==> src/rtl/obc_da_dft_bin.sv <==
// Bit-serial offset-binary-coded distributed-arithmetic slice for one DFT bin component.
// Each cycle folds one input bit plane (MSB first) through programmable group tables into a shift-accumulator.
module obc_da_dft_bin #(
    parameter int NUM_IN = 16,
    parameter int DATA_W = 8,
    parameter int GRP    = 4,
    parameter int COEF_W = 16,
    localparam int NGRP  = NUM_IN / GRP,
    localparam int AW    = $clog2(NGRP) + GRP - 1,
    localparam int OFF_W = COEF_W + $clog2(NUM_IN),
    localparam int ACC_W = COEF_W + DATA_W + $clog2(NUM_IN) + 1
) (
    input  logic                       clk,
    input  logic                       rst_n,
    input  logic                       start,
    input  logic                       mode,
    input  logic [NUM_IN*DATA_W-1:0]   x_in,
    input  logic                       cfg_we,
    input  logic [AW-1:0]              cfg_addr,
    input  logic [COEF_W-1:0]          cfg_data,
    input  logic                       off_we,
    input  logic [OFF_W-1:0]           off_data,
    output logic                       busy,
    output logic                       done,
    output logic [ACC_W-1:0]           result
);

    localparam int TBL_D = 1 << (GRP - 1);
    localparam int PW    = (DATA_W > 1) ? $clog2(DATA_W) : 1;

    if (NUM_IN % GRP != 0) begin : g_bad_grp
        $error("NUM_IN must be an integer multiple of GRP");
    end

    typedef enum logic [1:0] {
        IDLE = 2'd0,
        RUN  = 2'd1,
        OFFS = 2'd2
    } state_t;

    state_t state, state_d;

    logic [COEF_W-1:0]       tbl [2**AW];
    logic [OFF_W-1:0]        off_q;
    logic [DATA_W-1:0]       xs [NUM_IN];
    logic                    mode_q;
    logic [PW-1:0]           plane;
    logic signed [ACC_W-1:0] acc;
    logic signed [ACC_W-1:0] d_sum;
    logic signed [ACC_W-1:0] off_term;
    logic signed [ACC_W-1:0] acc_final;
    logic [NUM_IN-1:0]       plane_bits;
    logic [GRP-2:0]          addr_g [NGRP];
    logic [NGRP-1:0]         neg_g;
    logic [COEF_W-1:0]       ent_g [NGRP];
    logic signed [ACC_W-1:0] p_g [NGRP];

    assign busy = (state != IDLE);

    always_ff @(posedge clk or negedge rst_n) begin
        if (!rst_n) begin
            state <= IDLE;
        end else begin
            state <= state_d;
        end
    end

    always_comb begin
        state_d = state;
        case (state)
            IDLE:    if (start) state_d = RUN;
            RUN:     if (plane == '0) state_d = OFFS;
            OFFS:    state_d = IDLE;
            default: state_d = IDLE;
        endcase
    end

    always_comb begin
        plane_bits = '0;
        for (int k = 0; k < NUM_IN; k++) begin
            plane_bits[k] = xs[k][plane];
        end
    end

    // The first sample of a group selects the sign fold; the others, flipped by it, address the half-size table.
    always_comb begin
        d_sum = '0;
        neg_g = '0;
        for (int g = 0; g < NGRP; g++) begin
            addr_g[g] = '0;
            for (int j = 1; j < GRP; j++) begin
                addr_g[g][j-1] = plane_bits[g*GRP+j] ^ plane_bits[g*GRP];
            end
            neg_g[g] = plane_bits[g*GRP] ^ mode_q;
            ent_g[g] = tbl[AW'(g*TBL_D) + AW'(addr_g[g])];
            p_g[g]   = {{(ACC_W-COEF_W){ent_g[g][COEF_W-1]}}, ent_g[g]};
            if (neg_g[g]) begin
                p_g[g] = -p_g[g];
            end
            d_sum = d_sum + p_g[g];
        end
    end

    always_comb begin
        off_term = {{(ACC_W-OFF_W){off_q[OFF_W-1]}}, off_q};
        if (mode_q) begin
            off_term = -off_term;
        end
        acc_final = acc + off_term;
    end

    always_ff @(posedge clk or negedge rst_n) begin
        if (!rst_n) begin
            for (int i = 0; i < 2**AW; i++) begin
                tbl[i] <= '0;
            end
            for (int k = 0; k < NUM_IN; k++) begin
                xs[k] <= '0;
            end
            off_q  <= '0;
            mode_q <= 1'b0;
            plane  <= '0;
            acc    <= '0;
            result <= '0;
            done   <= 1'b0;
        end else begin
            done <= 1'b0;
            case (state)
                IDLE: begin
                    if (cfg_we) begin
                        tbl[cfg_addr] <= cfg_data;
                    end
                    if (off_we) begin
                        off_q <= off_data;
                    end
                    if (start) begin
                        for (int k = 0; k < NUM_IN; k++) begin
                            xs[k] <= x_in[k*DATA_W +: DATA_W];
                        end
                        mode_q <= mode;
                        plane  <= PW'(DATA_W - 1);
                    end
                end
                // The MSB plane carries negative weight in two's complement, hence the negated seed.
                RUN: begin
                    if (plane == PW'(DATA_W - 1)) begin
                        acc <= -d_sum;
                    end else begin
                        acc <= (acc <<< 1) + d_sum;
                    end
                    if (plane != '0) begin
                        plane <= plane - 1'b1;
                    end
                end
                OFFS: begin
                    result <= acc_final;
                    done   <= 1'b1;
                end
                default: ;
            endcase
        end
    end

endmodule
==> config.mk <==
export PLATFORM = sky130hd
export DESIGN_NAME = obc_da_dft_bin
export DESIGN_NICKNAME = d
export VERILOG_FILES = /design/src/rtl/obc_da_dft_bin.sv
export SDC_FILE = /design/constraint.sdc
export NUM_CORES = 1
export LEC_CHECK = 0
export BUFFER_PORTS_ARGS = -buffer_cell sky130_fd_sc_hd__buf_4
export CORE_ASPECT_RATIO = 1.4
export CORE_MARGIN = 4
export CORE_UTILIZATION = 30
export CTS_CLUSTER_DIAMETER = 50
export DETAILED_ROUTE_END_ITERATION = 12
export PLACE_DENSITY = 0.45
export SETUP_SLACK_MARGIN = 0.15
export SLEW_MARGIN = 20
export SYNTH_ARGS = -nofsm -noshare
export SYNTH_HDL_FRONTEND = slang
export SYNTH_SLANG_ARGS = --single-unit
export TNS_END_PERCENT = 10
==> constraint.sdc <==
create_clock -name clk -period 11.6 [get_ports clk]
set_input_delay 1.16 -clock clk [delete_from_list [all_inputs] [get_ports clk]]
set_output_delay 1.16 -clock clk [all_outputs]
set_load 0.01 [all_outputs]
**Yosys cells after proc, flatten, opt, wreduce, memory -nomap -nowiden**

Cells that the tools add are included.
W data, S select, Z words.

- $add $sub $neg: 15
- $lt $le $gt $ge: 7
- Eq/ne operators: 6
- Multiplexer cells: 60
- Bitwise logic cells: 21
- Reduce and logical (&&, ||, !) cells: 11

Operators with widths:

| operator | number |
|---|---|
| $bwmux W512 | 1 |
| $bmux W16 S5 | 4 |
| $mux W29 | 6 |
| $add A29 B29 Y29 | 5 |
| $mux W16 | 9 |
| $neg A16 Y29 | 4 |
| $demux W16 S5 | 1 |
| $bmux W1 S3 | 16 |
| $ge A6 B6 Y1 const B | 5 |
| $neg A20 Y29 | 1 |
| $neg A29 Y29 | 1 |
| $not A5 Y6 | 4 |
| $mux W1 | 17 |
| $xor A1 B1 Y1 | 16 |
| $reduce_and A2 Y1 | 4 |
| $lt A6 B1 Y1 const B | 1 |
| $mux W3 | 2 |
| $ne A2 B2 Y1 const B | 3 |
| $not A3 Y6 | 1 |
| $pmux W3 S2 | 1 |
| $add A4 B3 Y5 const A | 1 |
| $add A4 B4 Y5 const A | 1 |
| $add A5 B3 Y5 const A | 1 |
| $lt A3 B4 Y1 const B | 1 |
| other kinds (12) | 14 |

- Register bits: 725
- Input port bits: 175
- Output and inout port bits: 31

**Logic depth before layout (Yosys ltp)**

- Word-level depth: 15
- Gate-level depth with buffers: 44
- Mapped depth without buffers: 40

**Least setup slack after synthesis**

Ideal clock, no wire load.

- Path kind: flip-flop to flip-flop
- Start point: register plane[0]
- End point: register acc[28]
- Arrival: 9.426 ns
- Required time: 11.535 ns
- Setup slack: 2.109 ns
- Stages on the path, launching flop included: 41
- Buffers on the path: 4
- Cells stage by stage: dfrtp_1 -> buf_2 -> buf_2 -> mux4_2 -> mux2i_1 -> nor3_1 -> clkbuf_1 -> or2_2 -> a22o_1 -> a221o_1 -> o21ai_0 -> ha_1 -> nand4_1 -> nor2_1 -> a21oi_1 -> xnor2_1 -> fa_1 -> inv_1 -> [5 not listed] -> nand4_1 -> a21oi_1 -> or2_2 -> a31oi_1 -> o21ai_0 -> xor2_1 -> ha_1 -> a21o_1 -> a21o_1 -> or4_1 -> o21ai_0 -> o21ai_0 -> xor2_1 -> nor2_1 -> a31oi_1 -> a41oi_1 -> nor4_1 -> o21a_1

- Longest elaborated chain between the ends: 15
- Elaborated cells on any way between the ends: 82
- Those cells by class: add/sub: 12; eq/ne: 1; mux: 49; bitwise: 20

RTL lines:

| item | line | RTL |
|---|---|---|
| start: declaration | 47 | `logic [PW-1:0] plane;` |
| start signal: assignment | 141 | `plane <= PW'(DATA_W - 1);` |
| start signal: assignment | 152 | `plane <= plane - 1'b1;` |
| $bmux W1 S3 | 81 | `plane_bits[k] = xs[k][plane];` |
| $mux W1 (implied by the code) | 81 |  |
| $xor A1 B1 Y1 | 92 | `addr_g[g][j-1] = plane_bits[g*GRP+j] ^ plane_bits[g*GRP];` |
| $add A4 B3 Y5 | 95 | `ent_g[g] = tbl[AW'(g*TBL_D) + AW'(addr_g[g])];` |
| $not A5 Y6 (implied by the code) | 95 |  |
| $bmux W16 S5 | 95 |  |
| $mux W16 (implied by the code) (2 in series) | 95 |  |
| $neg A16 Y29 | 98 | `p_g[g] = -p_g[g];` |
| $mux W29 | 97 | `if (neg_g[g]) begin` |
| $add A29 B29 Y29 (3 in series) | 100 | `d_sum = d_sum + p_g[g];` |
| $add A29 B29 Y29 or $neg A29 Y29 (tied branches) | 149, 147 |  |
| $mux W29 (*) | 146 | `if (plane == PW'(DATA_W - 1)) begin` |
| end signal: assignment | 147 | `acc <= -d_sum;` |
| end signal: assignment | 149 | `acc <= (acc <<< 1) + d_sum;` |
| end: declaration | 48 | `logic signed [ACC_W-1:0] acc;` |

Mark *: on every way between the ends. The rest lies on a longest branch, timed or not. The select of a mux whose other input is x is not followed.
A chain may end at the register's enable or synchronous reset.

**Final worst setup path**

Same ends and word-level chain as after synthesis.

==> impl_metrics.yaml <==
synth:
  synth_top_cell_area_share: 0.436
  synth-seq-cells: 725
  synth_edf_count: 0
  syn_area_per_cell_um2: 10.5
  synth-simple-area-share: 0.131
  yosysSeqAreaShare: 0.436
  netlist_area_mm2: 0.0416
  syn-instance-count: 3965
  synth_nets: 4294
  synth_compound_area_frac: 0.0927
  synthArstFlopShare: 1.00
  synth_cell_types: 97
  ys.flop_type: "dfrtp_1"
  synth.mux.area_fraction: 0.200
  synth_top_cell_by_area: "dfrtp_1"
  synth_fa_ha_area_frac: 0.0568
  synth_top_family_by_area: "multiplexers"
  synth_xor_area_frac: 0.0477
  synth_area_leaders: "dfrtp_1 (44%), mux2_2 (15%), nand2_1 (5.4%), o21ai_0 (3.1%), mux4_2 (3.0%)"
  yosysWarnings: 0
clocking:
  clk_pin_slew_ns: 0.06
  clk_latency_ns: 0.71
  cts.sinks: 725
  clk_path_buf_depth: 3
  hold_buffers: 0
  clk_root_buffer_cell: "clkbuf_16"
  cts_tree: "done"
  numCtsBuffers: 88
  cts_max_level: 3
layout:
  area_growth_pct: 16.3
  drive_above_1_share: 0.274
  fin_util: 0.351
  final_nets: 4445
setup_path:
  crit_family: "compound AO/OA/AOI/OAI gates"
  cp.required_ns: 12.23
  timing.critical_path.buf_inv: 7
  r2r_cells: 40
  crit_type: "reg2reg"
  arrival_ns: 11.21
  cp-end-kind: "register"
  regToRegSetupSlack_ns: 1.02
  critPathLaunchType: "register"
  reg2reg_to: "acc[28]"
  slowest_delay_ns: 0.61
  r2r_start: "plane[0]"
  slowest_stage: "dfrtp_4"
  cp_max_fo: 17
floorplanning:
  fp.dieW_um: 323
  die_h_um: 449
  io-pin-count: 206
  core_area_mm2: 0.138
  rows: 161
  start_util: 0.302
  dieArea_mm2: 0.145
placed_design:
  routabilityCongestion: 0.838
  io_buffers: 205
  hpwl_mm: 89.3
sta:
  fin_skew_ns: 0.0316
  min_period_ns: 10.58
  timing_hold_violations_final: 0
  worstMarginPinSlew_ns: 1.13
  hold-worst-slack_ns: 0.447
  fmax_ghz: 0.0945
  setup_viol: 0
  fin_crit_sh: 0.912
  slew_violations: 0
  max_slew_margin: 0.243
  finalSetupTns_ns: 0
  rsz0062_at_grt: "false"
routing:
  dr.pass1.iters: 7
  num_vias: 30400
  drtIter0Drc: 1639
  drcViolationCount: 0
  ant_nets: 0
  postRouteWirelength_mm: 127
  wl_per_cell_um: 21.2
  avgViaCountPerCell: 5.08
min_path:
  hold_path.class: "in2async"
status:
  status: "complete, no violations"
run:
  drv_cap: 0
global_route:
  grt_overflow_total: 0
  grt_antenna_before_repair: 8
  grt_max_degree: 148
  grt_usage: 0.174
  grt_pass1_vias: 31600
  grt_pass1_wl_mm: 196
## synthesized netlist by cell type, types with 7 or more instances
cell	number
and2_1	17
clkbuf_1	199
or2_2	19
xor2_1	86
and3_1	22
nor2b_1	14
nand2_1	601
buf_2	19
o21bai_1	13
fa_1	58
o21a_1	7
and4_1	19
xnor2_1	135
a31o_2	8
a21o_1	29
a31oi_1	23
mux2_2	556
a221o_1	16
nand3_1	161
a22oi_1	31
mux2i_1	77
mux4_2	55
a41oi_1	10
nor2_1	122
a222oi_1	12
buf_1	11
dfrtp_1	725
o21ai_0	261
nand4_1	94
nand2b_1	16
or4_1	7
o31ai_1	14
nor3_1	46
ha_1	96
inv_1	138
a211oi_1	12
a21oi_1	104
## per-stage QoR
step	setup slack [ns]	cells	instance area, um2
after CTS	0.474	5969	48300
after detailed placement	0.571	5812	45300
after global routing	0.216	5977	48400
final	1.02	5980	48400
after global placement	0.624	5812	45300
after floorplan	2.11	3965	41600
## worst reg2reg max path: cells and delay by family (launching register included)
kind	cells	cell delay, ns
fa+ha+maj	4	1.76
flops	1	0.61
xor+xnor	4	1.10
buf+inv	7	1.19
simple gates	8	1.84
compound gates	16	3.48
mux	1	0.54
## how the worst max path moves through the flow
stage | start | endpoint | slack (ns) | cells after the start
3_3_place_gp | plane[0] | acc[28] | 0.62 | 37
5_1_grt | plane[1] | acc[28] | 0.22 | 37
4_1_cts | plane[0] | acc[28] | 0.47 | 37
6_report | plane[0] | acc[28] | 1.02 | 40
2_1_floorplan | plane[0] | acc[28] | 2.11 | 40
3_5_place_dp | plane[0] | acc[28] | 0.57 | 37
## logic make-up after synthesis
kind of cell | count (synthesis)
flip-flops | 725
AND/OR/NAND/NOR | 1180
multiplexers | 691
XOR/XNOR | 224
buffers and inverters | 379
adder cells (fa/ha/maj) | 154
AO/OA/AOI/OAI | 612
## cells in the final DEF, fill, tap and decap left out, types with 72 or more instances in the layout
cell,count
dfrtp_1,722
nand2_1,598
mux2_2,556
buf_4,294
o21ai_0,260
nand3_1,161
inv_1,138
xnor2_1,132
nor2_1,121
a21oi_1,104
ha_1,96
nand4_1,94
clkbuf_16,88
xor2_1,85
mux2i_1,72
## what timing repair did
item / CTS / global route
setup buffers: 0 / 7
resized for setup: 0 / 9
setup endpoints to repair: 0 / 1
## final cells by class
cell class / count / area (um2)
repair buffers: 299 / 2300
well taps: 1793 / 2240
clock buffers: 119 / 2490
diodes: 4 / 10.0
multi-input cells: 2861 / 22100
clock inverters: 38 / 541
fillers: 14000 / 89400
inverters: 141 / 529
flip-flops and latches: 725 / 18200
## layer usage
| metal | up-vias | share of wire | GRT usage |
|---|---|---|---|
| li1 | 14400 | - | - |
| met4 | 4 | 0.026 | 0.0479 |
| met2 | 614 | 0.49 | 0.301 |
| met1 | 15200 | 0.44 | 0.222 |
| met5 | - | 0.00021 | 0 |
| met3 | 169 | 0.043 | 0.0313 |
## registers in the layout, indices dropped and copies added (netlist names)
register	count
mode_q	1
plane	3
xs	128
tbl	512
off_q	20
result	29
done	1
acc	29
state	2
Power is not shown: default switching activity piles up to over one toggle a cycle in this logic, so the estimate is an artifact.
